### config.mk
export PLATFORM = sky130hd
export DESIGN_NAME = axis_interconnect_rr
export DESIGN_NICKNAME = d
export VERILOG_FILES = /design/src/rtl/axis_ic_pkg.sv /design/src/rtl/axis_skid_buffer.sv /design/src/rtl/axis_interconnect_rr.sv
export SDC_FILE = /design/constraint.sdc
export NUM_CORES = 2
export LEC_CHECK = 0
export ABC_AREA = 1
export BUFFER_PORTS_ARGS = -buffer_cell sky130_fd_sc_hd__buf_4
export CAP_MARGIN = 20
export CELL_PAD_IN_SITES_DETAIL_PLACEMENT = 1
export CELL_PAD_IN_SITES_GLOBAL_PLACEMENT = 2
export CORE_MARGIN = 5
export CORE_UTILIZATION = 32
export DETAILED_ROUTE_END_ITERATION = 8
export PLACE_DENSITY_LB_ADDON = 0.25
export SYNTH_ARGS = -nofsm -noshare
export SYNTH_HDL_FRONTEND = slang
export SYNTH_SLANG_ARGS = --single-unit
### constraint.sdc
create_clock -name clk -period 7.8 [get_ports clk]
set_input_delay 1.95 -clock clk [delete_from_list [all_inputs] [get_ports clk]]
set_output_delay 1.95 -clock clk [all_outputs]
set_load 0.005 [all_outputs]
### src/rtl/axis_ic_pkg.sv
// axis_ic_pkg: shared types and helpers for the AXI-Stream N-to-1 interconnect.
// Holds FSM state encodings, a clog2 helper and the skid entry layout {src, last, data}.
package axis_ic_pkg;

    typedef enum logic {
        ST_ARB  = 1'b0,
        ST_XFER = 1'b1
    } ic_state_t;

    function automatic int ic_clog2(input int n);
        int r;
        r = 0;
        for (int i = 0; i < 32; i++) begin
            if ((1 << i) < n) r = i + 1;
        end
        return r;
    endfunction

    // Skid entry layout, LSB first: data, then last, then src.
    function automatic int ic_entry_w(input int dw, input int cw);
        return dw + 1 + cw;
    endfunction

    function automatic int ic_last_pos(input int dw);
        return dw;
    endfunction

endpackage

### src/rtl/axis_skid_buffer.sv
// axis_skid_buffer: 2-entry registered FIFO for valid/ready streams.
// Ports: in_valid/in_ready/in_data (push side), out_valid/out_ready/out_data (pop side).
module axis_skid_buffer #(
    parameter int WIDTH = 8
) (
    input  logic             clk,
    input  logic             rst_n,
    input  logic             in_valid,
    output logic             in_ready,
    input  logic [WIDTH-1:0] in_data,
    output logic             out_valid,
    input  logic             out_ready,
    output logic [WIDTH-1:0] out_data
);

    logic [WIDTH-1:0] r_mem [2];
    logic             r_rd;
    logic             r_wr;
    logic [1:0]       r_cnt;
    logic             r_not_full;

    logic             w_push;
    logic             w_pop;
    logic [1:0]       w_cnt_nxt;

    assign w_push    = in_valid & r_not_full;
    assign w_pop     = (r_cnt != 2'd0) & out_ready;
    assign w_cnt_nxt = r_cnt + {1'b0, w_push} - {1'b0, w_pop};

    // in_ready comes from a flop so it never depends on out_ready.
    assign in_ready  = r_not_full;
    assign out_valid = (r_cnt != 2'd0);
    assign out_data  = r_mem[r_rd];

    always_ff @(posedge clk or negedge rst_n) begin
        if (!rst_n) begin
            r_mem[0]   <= '0;
            r_mem[1]   <= '0;
            r_rd       <= 1'b0;
            r_wr       <= 1'b0;
            r_cnt      <= 2'd0;
            r_not_full <= 1'b1;
        end else begin
            if (w_push) begin
                r_mem[r_wr] <= in_data;
                r_wr        <= ~r_wr;
            end
            if (w_pop) r_rd <= ~r_rd;
            r_cnt      <= w_cnt_nxt;
            r_not_full <= (w_cnt_nxt != 2'd2);
        end
    end

endmodule

### src/rtl/axis_interconnect_rr.sv
// axis_interconnect_rr: NUM_CH-to-1 stream merger, round-robin or fixed priority,
// optional packet-hold grant. Ports: d_valid/last_in/data_in/i_ready per channel,
// p_ready sink ready, d_valid_out/data_out/last_out/src_out registered output beat.
module axis_interconnect_rr
    import axis_ic_pkg::*;
#(
    parameter int  NUM_CH      = 15,
    parameter int  DATA_W      = 32,
    parameter int  RR_MODE     = 1,
    parameter int  PACKET_MODE = 0,
    localparam int CH_W        = ic_clog2(NUM_CH)
) (
    input  logic                     clk,
    input  logic                     rst_n,
    input  logic [NUM_CH-1:0]        d_valid,
    input  logic [NUM_CH-1:0]        last_in,
    input  logic [NUM_CH*DATA_W-1:0] data_in,
    output logic [NUM_CH-1:0]        i_ready,
    input  logic                     p_ready,
    output logic                     d_valid_out,
    output logic [DATA_W-1:0]        data_out,
    output logic                     last_out,
    output logic [CH_W-1:0]          src_out
);

    localparam int EW = ic_entry_w(DATA_W, CH_W);

    ic_state_t        r_state;
    ic_state_t        w_state_nxt;
    logic [CH_W-1:0]  r_grant;
    logic [CH_W-1:0]  w_grant_nxt;
    logic [CH_W-1:0]  r_rr_ptr;
    logic [CH_W-1:0]  w_rr_ptr_nxt;
    logic [CH_W-1:0]  w_winner;
    logic             w_found;
    int               w_base;
    int               w_idx;

    logic             w_skid_rdy;
    logic             w_skid_vld;
    logic             w_push;
    logic             w_beat_last;
    logic [DATA_W-1:0] w_beat_data;
    logic [EW-1:0]    w_skid_in;
    logic [EW-1:0]    w_skid_out;

    // Search starts at the pointer and wraps explicitly at NUM_CH-1,
    // so non power-of-two channel counts never produce a stray index.
    always_comb begin
        w_winner = '0;
        w_found  = 1'b0;
        w_base   = (RR_MODE != 0) ? int'(r_rr_ptr) : 0;
        w_idx    = 0;
        for (int k = 0; k < NUM_CH; k++) begin
            w_idx = w_base + k;
            if (w_idx >= NUM_CH) w_idx = w_idx - NUM_CH;
            if (!w_found && d_valid[w_idx]) begin
                w_found  = 1'b1;
                w_winner = CH_W'(w_idx);
            end
        end
    end

    assign w_beat_data = data_in[int'(r_grant)*DATA_W +: DATA_W];
    assign w_beat_last = (PACKET_MODE != 0) ? last_in[r_grant] : 1'b1;
    assign w_skid_in   = {r_grant, w_beat_last, w_beat_data};
    assign w_skid_vld  = (r_state == ST_XFER) & d_valid[r_grant];
    assign w_push      = w_skid_vld & w_skid_rdy;

    always_comb begin
        w_state_nxt  = r_state;
        w_grant_nxt  = r_grant;
        w_rr_ptr_nxt = r_rr_ptr;
        i_ready      = '0;
        unique case (r_state)
            ST_ARB: begin
                if (w_found) begin
                    w_grant_nxt = w_winner;
                    w_state_nxt = ST_XFER;
                end
            end
            ST_XFER: begin
                i_ready[r_grant] = w_skid_rdy;
                if (w_push && ((PACKET_MODE == 0) || last_in[r_grant])) begin
                    w_state_nxt  = ST_ARB;
                    w_rr_ptr_nxt = (int'(r_grant) == NUM_CH - 1) ?
                                   '0 : r_grant + CH_W'(1);
                end
            end
        endcase
    end

    always_ff @(posedge clk or negedge rst_n) begin
        if (!rst_n) begin
            r_state  <= ST_ARB;
            r_grant  <= '0;
            r_rr_ptr <= '0;
        end else begin
            r_state  <= w_state_nxt;
            r_grant  <= w_grant_nxt;
            r_rr_ptr <= w_rr_ptr_nxt;
        end
    end

    axis_skid_buffer #(
        .WIDTH(EW)
    ) u_skid (
        .clk      (clk),
        .rst_n    (rst_n),
        .in_valid (w_skid_vld),
        .in_ready (w_skid_rdy),
        .in_data  (w_skid_in),
        .out_valid(d_valid_out),
        .out_ready(p_ready),
        .out_data (w_skid_out)
    );

    assign data_out = w_skid_out[DATA_W-1:0];
    assign last_out = w_skid_out[ic_last_pos(DATA_W)];
    assign src_out  = w_skid_out[EW-1 -: CH_W];

endmodule

==> results.sh <==
export IMPL_drv_slew=0
export IMPL_postSynthAreaPerCell_um2=5.51
export IMPL_critical_path_slowest_cell="dfrtp_1"
export IMPL_grt_max_degree=129
export IMPL_setup_tns_ps=0
export IMPL_wire_per_inst_um=30.5
export IMPL_maxCapViolCount=0
export IMPL_max_freq_mhz=134
export IMPL_dp_cells=9366
export IMPL_cts_sinks=200
export IMPL_core_area_mm2=0.118
export IMPL_cts_resized=0
export IMPL_cts_tree="yes"
export IMPL_rows=126
export IMPL_yosys_top_cells_count="1831 x nand2_1, 1209 x nor2_1, 647 x inv_1"
export IMPL_hold_viol_final=0
export IMPL_fp_dieW_um=354
export IMPL_die_area_mm2=0.125
export IMPL_finalSetupViolCount=0
export IMPL_max_stage_delay_ps=1110
export IMPL_finalClockSkew_ps=20.3
export IMPL_numCtsBuffers=17
export IMPL_path_clk_slew_ps=90
export IMPL_synth_area_top_cells="nand2_1 18%, xor2_1 14%, dfrtp_1 13%"
export IMPL_synth_area_mm2=0.0379
export IMPL_cp_required_ps=8160
export IMPL_hold_depth=2
export IMPL_grt_pass1_wl_um=394000
export IMPL_ys_seq_elements=200
export IMPL_cp_max_fo=11
export IMPL_antenna_found_initial=25
export IMPL_period_needed_ps=7490
export IMPL_leakagePower_nw=24.3
export IMPL_gp_congestion=1.11
export IMPL_vias_per_cell=5.75
export IMPL_clock_latency_ps=480
export IMPL_root_buffer="clkbuf_16"
export IMPL_fin_cells=9414
export IMPL_grt_util_all_layers_pct=43.4
export IMPL_fillers=16323
export IMPL_grt_remaining_overflow=0
export IMPL_synth_cell_types=57
export IMPL_drive_above_1_share_pct=18.5
export IMPL_area_growth_pct=29.9
export IMPL_io_pins=594
export IMPL_worstSetupPathType="flop to flop"
export IMPL_max_slew_margin_pct=19.4
export IMPL_synth_nets=7421
export IMPL_yosysTopAreaCellShare_pct=18.1
export IMPL_dp_hpwl_um=239000
export IMPL_setup_slack_ps=312
export IMPL_vdd_drop_max_uv=384
export IMPL_r2r_start="r_rr_ptr[17]"
export IMPL_startpoint="r_rr_ptr[17]"
export IMPL_cts_buffer_depth=2
export IMPL_crit_end="r_grant[13]"
export IMPL_final_core_util_pct=41.8
export IMPL_status="finished, final reports clean"
export IMPL_port_buffer_count=578
export IMPL_postCtsSetupRepairBufs=0
export IMPL_cpMostUsedCell="nand2_1"
export IMPL_hold_buffers=0
export IMPL_r2r_slack_ps=310
export IMPL_yosysWarnings=0
export IMPL_ys_async_sr_fraction_pct=100
export IMPL_synth_area_leader_cell="nand2_1"
export IMPL_vias=54168
export IMPL_synth_ff_type="dfrtp_1"
export IMPL_initial_core_util_pct=32.2
export IMPL_grt_pass1_vias=53631
export IMPL_rsz0062_at_grt="no"
export IMPL_critPathArrivalTime_ps=7850
export IMPL_layout_nets=8387
export IMPL_place_worst_setup_slack_ps=887
export IMPL_end_kind="flop"
export IMPL_dieHeight_um=354
export IMPL_power_mw=28.6
export IMPL_hp_class="flop to flop"
export IMPL_synth_cells=6883
export IMPL_crit_path_start_kind="flop"
export IMPL_first_pass_iters=6
export IMPL_ant_nets=0
export IMPL_cts_htree_levels=4
export IMPL_routed_wl_um=287000
export IMPL_yosysMostFrequentCell="nand2_1"
export IMPL_ys_seq_area_share_pct=13.2
export IMPL_ff2ff_path_depth=37
export IMPL_synth_edf_count=0
export IMPL_drc=0
export IMPL_p_per_area_mw_per_mm2=582
export IMPL_worstMarginPinSlew_ps=1200
export IMPL_finalCritPeriodShare_pct=96.0
export IMPL_drt_iter0_markers=6582
export IMPL_rr_endpoint="r_grant[13]"
[stage by stage]
step	cell area (um2)	hold WS (ps)
floorplan	37900	419
global placement	48500	438
detailed placement	48500	454
CTS	49200	476
global route	49200	492
finish	49200	473
[layer usage]
metal / part of all wire [%] / track usage, % / wire [um]
met1: 39 / 53.4 / 111000
met2: 43 / 68.3 / 125000
met3: 9.3 / 8.59 / 26600
met4: 8.7 / 30.0 / 25000
met5: 0.036 / 0 / 102
[cell usage in the layout (no fill, tap or decap), types with 16 or more instances in the layout]
cell       synthesis  layout
o31ai_1           22      22
nor2_4            18      22
nor3b_1           19      19
ha_1              25      25
nand4_1          147     147
a211oi_1          20      20
o21ai_0          404     403
o21ai_1           45      46
xor2_1           605     605
a21oi_1           92      92
nand2_2           26      27
o2111ai_1         26      26
clkinv_1          18      18
dfrtp_1          199     194
a221oi_1          72      72
buf_12             0      40
nand2_1         1831    1830
buf_4             23    1225
nand3_1          591     591
clkbuf_16          0      17
nor3_1           161     160
xnor2_1          106     106
inv_2             36      38
nor2_2            23      23
diode_2            0      16
o211ai_1          68      68
nor4_1            48      48
nor2_1          1209    1205
o22ai_1           17      17
inv_1            647     643
[cells by family (layout without fill, tap and decap cells)]
| group | count (synthesis) | count (layout) | share of synthesized area [%] |
|---|---|---|---|
| simple gates | 4110 | 4110 | 46.0 |
| buf+inv | 1021 | 2000 | 10.5 |
| compound gates | 811 | 811 | 12.8 |
| xor+xnor | 716 | 716 | 16.6 |
| flops | 200 | 200 | 13.2 |
| fa+ha+maj | 25 | 25 | 0.825 |
| other cells | 0 | 16 | 0 |
[critical path, delay by kind of cell (launching register included)]
kind / cells / cell delay [ps]
buf+inv: 5 / 710
simple gates: 32 / 5520
flops: 1 / 1110
[worst min-delay path by stage]
stage	from	to	slack, ps
after floorplan	u_skid.r_mem[97]	u_skid.r_mem[97]	420
after CTS	u_skid.r_mem[32]	u_skid.r_mem[32]	480
after detailed placement	u_skid.r_mem[32]	u_skid.r_mem[32]	450
after global routing	u_skid.r_mem[32]	u_skid.r_mem[32]	490
final	u_skid.r_mem[97]	u_skid.r_mem[97]	470
after global placement	u_skid.r_mem[97]	u_skid.r_mem[97]	440
[layout make-up]
type / count / area (um2) / share of cell area [%]
Antenna cell: 16 / 40.0 / 0.0814
Clock buffer: 17 / 425 / 0.864
Clock inverter: 15 / 211 / 0.430
Inverter: 701 / 2640 / 5.36
Multi-Input combinational cell: 5662 / 28900 / 58.8
Sequential cell: 200 / 5010 / 10.2
Tap cell: 1536 / 1920 / 3.91
Timing Repair Buffer: 1267 / 10000 / 20.4
[registers in the layout (all words and copies together), names as in the netlist]
name             flops
r_rr_ptr            32
u_skid.in_ready      1
r_state              1
u_skid.r_rd          1
u_skid.r_wr          1
u_skid.r_mem       130
u_skid.r_cnt         2
r_grant             32
[where the power goes]
group	total, mW	internal (mW)	leakage, nW	switching (mW)
Sequential	2.14	1.49	2.58	0.651
Combinational	25.5	7.86	21.4	17.6
Clock	0.977	0.474	0.305	0.503
Total	28.6	9.82	24.3	18.8
Power figures use the tool's default switching activity.
